File: src/rtl/mul_pkg.sv
// Shared types and helpers for the sequential shift-add multiplier.
package mul_pkg;

    typedef enum logic [1:0] {
        IDLE,
        LOAD_B,
        CALC,
        SIGN
    } state_t;

    // Bit count large enough to index WIDTH CALC iterations (0 .. WIDTH-1).
    function automatic int cnt_width(input int w);
        return (w > 1) ? $clog2(w) : 1;
    endfunction

endpackage

File: src/rtl/mul_seq_ctrl.sv
// Sequencer for mul_seq_param: FSM, iteration counter, busy and done.
// Decoded strobes tell the datapath which register update to perform.
module mul_seq_ctrl
    import mul_pkg::*;
#(
    parameter int WIDTH = 16
) (
    input  logic clk,
    input  logic rst,
    input  logic start,
    output logic load_a,
    output logic load_b,
    output logic calc,
    output logic fix,
    output logic busy,
    output logic done
);

    localparam int CW = cnt_width(WIDTH);

    state_t        state;
    logic [CW-1:0] count;

    assign load_a = (state == IDLE) && start;
    assign load_b = (state == LOAD_B);
    assign calc   = (state == CALC);
    assign fix    = (state == SIGN);

    always_ff @(posedge clk or posedge rst) begin
        if (rst) begin
            state <= IDLE;
            count <= '0;
            busy  <= 1'b0;
            done  <= 1'b0;
        end else begin
            done <= 1'b0;
            case (state)
                IDLE: begin
                    if (start) begin
                        state <= LOAD_B;
                        busy  <= 1'b1;
                    end
                end
                LOAD_B: begin
                    count <= '0;
                    state <= CALC;
                end
                CALC: begin
                    count <= count + 1'b1;
                    // Fixed WIDTH iterations; zero operands do not exit early.
                    if (count == CW'(WIDTH - 1))
                        state <= SIGN;
                end
                SIGN: begin
                    done  <= 1'b1;
                    busy  <= 1'b0;
                    state <= IDLE;
                end
                default: state <= IDLE;
            endcase
        end
    end

endmodule

File: src/rtl/mul_seq_param.sv
// Parametrised sequential shift-add multiplier; operands A then B on data_in.
// Signed operands are multiplied as magnitudes and the sign is fixed at the end.
module mul_seq_param
    import mul_pkg::*;
#(
    parameter int WIDTH     = 16,
    parameter int SIGNED_EN = 1
) (
    input  logic               clk,
    input  logic               rst,
    input  logic               start,
    input  logic               signed_mode,
    input  logic [WIDTH-1:0]   data_in,
    output logic               busy,
    output logic               done,
    output logic [2*WIDTH-1:0] product
);

    logic load_a, load_b, calc, fix;

    logic [WIDTH-1:0] mcand;
    logic [WIDTH-1:0] mplier;
    logic [WIDTH-1:0] acc;
    logic             smode;
    logic             neg;
    logic [WIDTH:0]   sum;
    logic [WIDTH-1:0] a_mag;
    logic [WIDTH-1:0] b_mag;

    mul_seq_ctrl #(.WIDTH(WIDTH)) u_ctrl (
        .clk    (clk),
        .rst    (rst),
        .start  (start),
        .load_a (load_a),
        .load_b (load_b),
        .calc   (calc),
        .fix    (fix),
        .busy   (busy),
        .done   (done)
    );

    // Negating -2^(WIDTH-1) yields the same bit pattern, read as unsigned 2^(WIDTH-1).
    assign a_mag = (smode && mcand[WIDTH-1])   ? -mcand   : mcand;
    assign b_mag = (smode && data_in[WIDTH-1]) ? -data_in : data_in;

    assign sum = {1'b0, acc} + (mplier[0] ? {1'b0, mcand} : '0);

    always_ff @(posedge clk or posedge rst) begin
        if (rst) begin
            mcand   <= '0;
            mplier  <= '0;
            acc     <= '0;
            smode   <= 1'b0;
            neg     <= 1'b0;
            product <= '0;
        end else begin
            if (load_a) begin
                mcand <= data_in;
                smode <= (SIGNED_EN != 0) && signed_mode;
            end
            if (load_b) begin
                mcand  <= a_mag;
                mplier <= b_mag;
                neg    <= smode && (mcand[WIDTH-1] ^ data_in[WIDTH-1]);
                acc    <= '0;
            end
            if (calc) begin
                acc    <= sum[WIDTH:1];
                mplier <= {sum[0], mplier[WIDTH-1:1]};
            end
            if (fix)
                product <= neg ? -{acc, mplier} : {acc, mplier};
        end
    end

endmodule
File: config.mk
export PLATFORM = sky130hd
export DESIGN_NAME = mul_seq_param
export DESIGN_NICKNAME = d
export VERILOG_FILES = /design/src/rtl/mul_pkg.sv /design/src/rtl/mul_seq_ctrl.sv /design/src/rtl/mul_seq_param.sv
export SDC_FILE = /design/constraint.sdc
export NUM_CORES = 1
export LEC_CHECK = 0
export CAP_MARGIN = 10
export CORE_ASPECT_RATIO = 0.5
export CORE_MARGIN = 1.5
export CORE_UTILIZATION = 45
export DETAILED_ROUTE_END_ITERATION = 8
export GPL_ROUTABILITY_DRIVEN = 0
export PLACE_DENSITY_LB_ADDON = 0.1
export SYNTH_ARGS = -nofsm -noshare
export SYNTH_HDL_FRONTEND = slang
export SYNTH_SLANG_ARGS = --single-unit
File: constraint.sdc
create_clock -name clk -period 8.1 [get_ports clk]
set_clock_uncertainty 0.1 [all_clocks]
set_input_delay 1.62 -clock clk [delete_from_list [all_inputs] [get_ports clk]]
set_output_delay 1.62 -clock clk [all_outputs]
set_load 0.01 [all_outputs]
==> flow_summary.toml, run 1 <==
[status]
status = "finished, final reports clean"

[detailed_routing]
drc = 0
wl_per_cell_um = 16.7
drt_first_pass_iters = 5
antenna_left = 0
dr.first_iter.drc_count = 324
viasPerCell = 5.57
vias = 4709
totalWireLength_mm = 14.1

[worst_setup_path]
crit_path_end_kind = "flop"
crit_slowest_cell = "or4b_1"
worstPathRequired_ns = 8.23
r2r_slack_ns = 4.68
max_stage_delay_ns = 0.51
crit_fanout = 4
crit_type = "input pin to flop"
r2r_end = "acc[11]"
startpoint_type = "input pin"
cp_cell_sequence = "clkdlybuf4s50_1 -> inv_1 -> ha_1 -> or4b_1 -> nor4_1 -> a21oi_1 -> xor2_1 -> a221o_1"
critPathArrivalTime_ns = 3.96
r2r_cells = 11
r2r_start = "mplier[0]"

[synth]
async_reset_ff_frac = 1.00
synth_edf_count = 0
synth_fa_ha_area_frac = 0.0571
netlist_area_um2 = 5610
yosys_register_bits = 90
synth_cells = 641
ys_types = 58
ys.flop_type = "dfrtp_1"
synthSimpleGateAreaFrac = 0.173
synth_top_family_by_area = "compound AO/OA/AOI/OAI gates"
synth-seq-area-share = 0.401
synth.area.mux_share = 0.0317
synth-xor-area-share = 0.0858
avgSynthCellArea_um2 = 8.76
synth_compound_gate_area_share = 0.205
syn_nets = 686
yosysWarnings = 0

[cts]
cts_setup_buffers = 0
cts.reportedPaths.clkPinSlew_ns = 0.07
cts_max_level = 3
ctsHoldBuffers = 0
cts_buffers = 9
root_buffer = "clkbuf_16"
clockBufferDepth = 2
clk_latency_ns = 0.35
cts_tree = "done"
cts-resized-gates = 0
clock_sinks = 90

[min_path]
min_path_cells = 1
hold_path.class = "flop to flop"
hp-start = "u_ctrl.count[3]"
whs_endpoint = "u_ctrl.count[3]"

[floorplanning]
dieArea_um2 = 13200
pin_count = 54
dieWidth_um = 161
rows = 28
core_area_um2 = 12000
die_y_um = 82.0
initial_core_util = 0.468

[sta]
period_share = 0.473
finalSetupTns_ns = 0
rsz0062_at_grt = "false"
slew_violations = 0
finalSetupViolCount = 0
clock.fmax_ghz = 0.261
fin_crit_ns = 3.83
max_slew_margin = 0.256
hold_violations = 0
worstMarginPinSlew_ns = 1.12

[power]
switchingPower_mw = 1.33
p_leak_nw = 2.70
peakVddDrop_mv = 0.422
power_density_nw_per_um2 = 460
power.share.clock = 0.160
switching_share = 0.439
internal-power_mw = 1.70
p_seq_frac = 0.302
combPwrFrac = 0.538

[layout]
layout-drive-gt1-share = 0.0587
final_nets = 722
num-fill-cells = 1113
syn2layout_area_growth_pct = 17.7
final_area_um2 = 6600
diodes = 0

[job]
drv_cap = 0

[placed_design]
place_area_um2 = 6260
hpwl_mm = 10.3
io_buffers = 53

[grt]
antenna_found_initial = 0
grt_pass1_wl_mm = 23.0
grt_max_degree = 73
track_usage = 0.227
grt_overflow_total = 0
grt_pass1_vias = 4421
cells by family (layout without fill, tap and decap cells):
family,after synthesis,after routing
buffers and inverters,68,108
AO/OA/AOI/OAI,188,188
adder cells (fa/ha/maj),25,25
AND/OR/NAND/NOR,198,198
flip-flops,90,90
multiplexers,17,17
XOR/XNOR,55,55
worst max path at each step:
stage	start	to	slack, ns	cells after the start
2_1_floorplan	rst	acc[0]	4.04	1
6_report	data_in[0]	mplier[12]	4.27	8
3_5_place_dp	data_in[1]	mplier[12]	3.92	8
4_1_cts	data_in[1]	mplier[12]	4.27	8
5_1_grt	data_in[0]	mplier[12]	4.07	8
3_3_place_gp	data_in[0]	mplier[12]	3.93	8
cell usage after synthesis, types with 4 or more instances:
library cell / number / area [um2]
a21oi_1: 61 / 305
a221o_1: 4 / 40.0
and2_1: 16 / 100
buf_1: 5 / 18.8
clkbuf_1: 26 / 97.6
dfrtp_1: 90 / 2250
ha_1: 24 / 300
inv_1: 36 / 135
mux2_2: 6 / 67.6
mux2i_1: 11 / 110
nand2_1: 55 / 206
nand2b_1: 6 / 37.5
nand3_1: 13 / 65.1
nor2_1: 67 / 251
nor2b_1: 10 / 62.6
nor4_1: 6 / 37.5
o21ai_0: 44 / 220
o21ai_1: 4 / 20.0
o22ai_1: 30 / 188
o31ai_1: 9 / 67.6
o41ai_1: 7 / 61.3
or3_1: 4 / 25.0
xnor2_1: 37 / 324
xor2_1: 18 / 158
state kept, by name, indices dropped and copies added, names as in the netlist:
signal	cells
product	32
mcand	16
mplier	16
smode	1
u_ctrl.state	2
neg	1
acc	16
u_ctrl.busy	1
u_ctrl.done	1
u_ctrl.count	4
critical path, delay by kind of cell:
family / cells / cell delay [ns]
and+or+nand+nor: 2 / 0.95
xor gates and xnor gates: 1 / 0.16
AOI/OAI and AO/OA: 2 / 0.46
buffers and inverters: 2 / 0.59
adders and majority gates: 1 / 0.17
power groups by stage:
stage                     registers (mW)  clock network [mW]  logic (mW)
after detailed placement           0.921                   0        1.63
after global placement             0.917                   0        1.61
after floorplan                    0.875                   0        1.16
after global routing               0.951               0.513        1.83
after CTS                          0.914               0.493        1.64
final                              0.916               0.485        1.63
per-layer routing:
layer | up-vias | share of wire | global-route usage | routed length, um
met2 | 105 | 0.43 | 0.362 | 6130
met5 | - | 0 | 0 | 0
met1 | 2242 | 0.51 | 0.317 | 7240
met3 | 6 | 0.051 | 0.0571 | 716
met4 | 0 | 0.0043 | 0.0417 | 61
li1 | 2356 | - | - | -
through the flow:
step / utilization / hold WS (ns) / worst slack, ns / power [mW] / cells
floorplan: - / 0.352 / 4.04 / 2.04 / 641
global placement: 0.523 / 0.378 / 3.93 / 2.52 / 831
detailed placement: 0.523 / 0.374 / 3.92 / 2.55 / 831
CTS: 0.551 / 0.386 / 4.27 / 3.04 / 846
global route: 0.551 / 0.411 / 4.07 / 3.30 / 846
finish: 0.551 / 0.381 / 4.27 / 3.04 / 846
layout make-up:
| type | instances | area [um2] | area share |
|---|---|---|---|
| clock buffers | 9 | 225 | 0.0341 |
| clock inverters | 6 | 116 | 0.0176 |
| inverters | 36 | 136 | 0.0207 |
| multi-input cells | 483 | 3110 | 0.470 |
| flip-flops and latches | 90 | 2250 | 0.341 |
| well taps | 165 | 206 | 0.0313 |
| repair buffers | 57 | 561 | 0.0849 |
cell usage in the layout, fill, tap and decap left out, drive strengths merged, types with 4 or more instances in the layout:
master and count:
nand2 55, clkbuf 9, nor2b 10, or4 5
nor4 7, ha 24, o21ai 48, and2 16
xor2 18, buf 4, dfrtp 90, o22ai 30
a21oi 61, inv 35, nand2b 6, a221o 4
nor2 67, clkdlybuf4s50 53, mux2i 11, nor3 4
nand3 14, mux2 6, o41ai 8, o31ai 10
xnor2 37, or3 4, clkinv 4
(Power assumes the default switching activity.)
==> run 2, diff against run 1 <==
clock period = 3.5 ns   (was 8.1 ns; I/O delays follow)
==> flow_summary.toml, run 2 (synthesis gave the netlist of run 1 again) <==
[status]
status = "finished, final reports clean"

[job]
drv_cap = 0

[cts]
clock_sinks = 90
cts_tree = "done"
cts.reportedPaths.clkPinSlew_ns = 0.07
cts_max_level = 3
cts_setup_buffers = 0
cts-resized-gates = 0
cts_buffers = 9
root_buffer = "clkbuf_16"
clk_latency_ns = 0.35
clockBufferDepth = 2
ctsHoldBuffers = 0

[detailed_routing]
dr.first_iter.drc_count = 285
vias = 4729
antenna_left = 0
viasPerCell = 5.52
totalWireLength_mm = 14.2
drc = 0
drt_first_pass_iters = 5
wl_per_cell_um = 16.6

[floorplanning]
dieArea_um2 = 13200
dieWidth_um = 161
pin_count = 54
die_y_um = 82.0
rows = 28
core_area_um2 = 12000
initial_core_util = 0.468

[sta]
max_slew_margin = 0.568
rsz0062_at_grt = "false"
hold_violations = 0
period_share = 0.876
worstMarginPinSlew_ns = 0.646
fin_crit_ns = 3.07
finalSetupViolCount = 0
clock.fmax_ghz = 0.326
finalSetupTns_ns = 0
slew_violations = 0
hold_slack_ns = 0.404

[worst_setup_path]
crit_type = "input pin to flop"
crit_fanout = 4
crit_path_end_kind = "flop"
critPathBufInv = 2
r2r_cells = 11
cpLargestDelayFamily = "simple AND/OR/NAND/NOR gates"
crit_slowest_cell = "nor4_1"
max_stage_delay_ns = 0.53
worstPathRequired_ns = 3.63
cp_cell_sequence = "clkdlybuf4s50_1 -> inv_1 -> ha_1 -> or4b_1 -> nor4_1 -> a21oi_1 -> xor2_1 -> a221o_1"
cp-startpoint = "data_in[0]"
critPathArrivalTime_ns = 3.19
path_depth = 8
startpoint_type = "input pin"
r2r_start = "mcand[0]"

[placed_design]
dpl.cell_count = 841
hpwl_mm = 10.6
io_buffers = 53

[layout]
final_nets = 732
layout-drive-gt1-share = 0.0723
syn2layout_area_growth_pct = 18.1
diodes = 0
mostFrequentLayoutCell = "dfrtp_1"
largest_register = "product"
largest_reg_flops = 32
fin_cells = 857
final_cell_mix = "90 x dfrtp_1, 67 x nor2_1, 61 x a21oi_1, 55 x nand2_1, 53 x clkdlybuf4s50_1"

[power]
power_density_nw_per_um2 = 1040
peakVddDrop_mv = 0.502
p_leak_nw = 2.72

[grt]
use_met3 = 0.0424
grt_overflow_total = 0
grt_max_degree = 61
use_met2 = 0.353
grt_pass1_wl_mm = 23.3
antenna_found_initial = 0
gr-max-usage-layer = "met2"
use_met1 = 0.337
grt_pass1_vias = 4372
track_usage = 0.230

[min_path]
hp-start = "u_ctrl.count[3]"
hold_path.class = "flop to flop"
min_path_cells = 1
-- run 2: cell types whose count changed in the layout (fill, tap and decap cells not counted), sizes merged --
cell / change
buf: +10
bufinv: -3
clkinvlp: +3
clkinv: -2
inv: +2
clkbuf: +1
-- run 2: layout make-up --
type / instances / area (um2)
well taps: 165 / 206
fillers: 1148 / 5350
inverters: 36 / 136
clock inverters: 6 / 48.8
multi-input cells: 483 / 3110
flip-flops and latches: 90 / 2250
repair buffers: 67 / 648
clock buffers: 10 / 229
-- run 2: final timing paths --
path | to | slack [ns]
max in group asynchronous | mcand[8] | 1.92
worst min register to register | u_ctrl.count[3] | 0.40
min in group asynchronous | product[24] | 0.62
worst max register to register | acc[11] | 0.73
worst max-delay path | mplier[12] | 0.43
worst min-delay path | u_ctrl.count[3] | 0.40
-- run 2: worst register-to-register path, cell delays in order, from the launching register on --
cell     delay [ns]
dfrtp_1        0.37
inv_1          0.07
nor2_1         0.22
ha_1           0.26
inv_1          0.07
fa_1           0.38
nor2b_1        0.16
o31a_1         0.21
o21ai_0        0.26
o21ai_0        0.28
xnor2_1        0.15
o22ai_1        0.09
-- run 2: per-stage QoR --
| stage | total power, mW | util | instance area (um2) | setup slack, ns |
|---|---|---|---|---|
| after floorplan | 4.72 | - | 5610 | 0.365 |
| after global placement | 5.91 | 0.530 | 6350 | 0.218 |
| after detailed placement | 5.95 | 0.530 | 6350 | 0.143 |
| after CTS | 6.90 | 0.553 | 6630 | 0.500 |
| after global routing | 7.50 | 0.553 | 6630 | 0.274 |
| final | 6.88 | 0.553 | 6630 | 0.434 |
-- run 2: routing by layer --
metal | vias up | share of wire
met1 | 2244 | 0.52
met4 | 0 | 0.0077
li1 | 2366 | -
met2 | 110 | 0.42
met5 | - | 0
met3 | 9 | 0.052
-- run 2: power breakdown --
group	switching, mW	total [mW]	internal [mW]
clock network	0.448	0.937	0.489
registers	0.551	2.11	1.56
logic	2.11	3.84	1.73
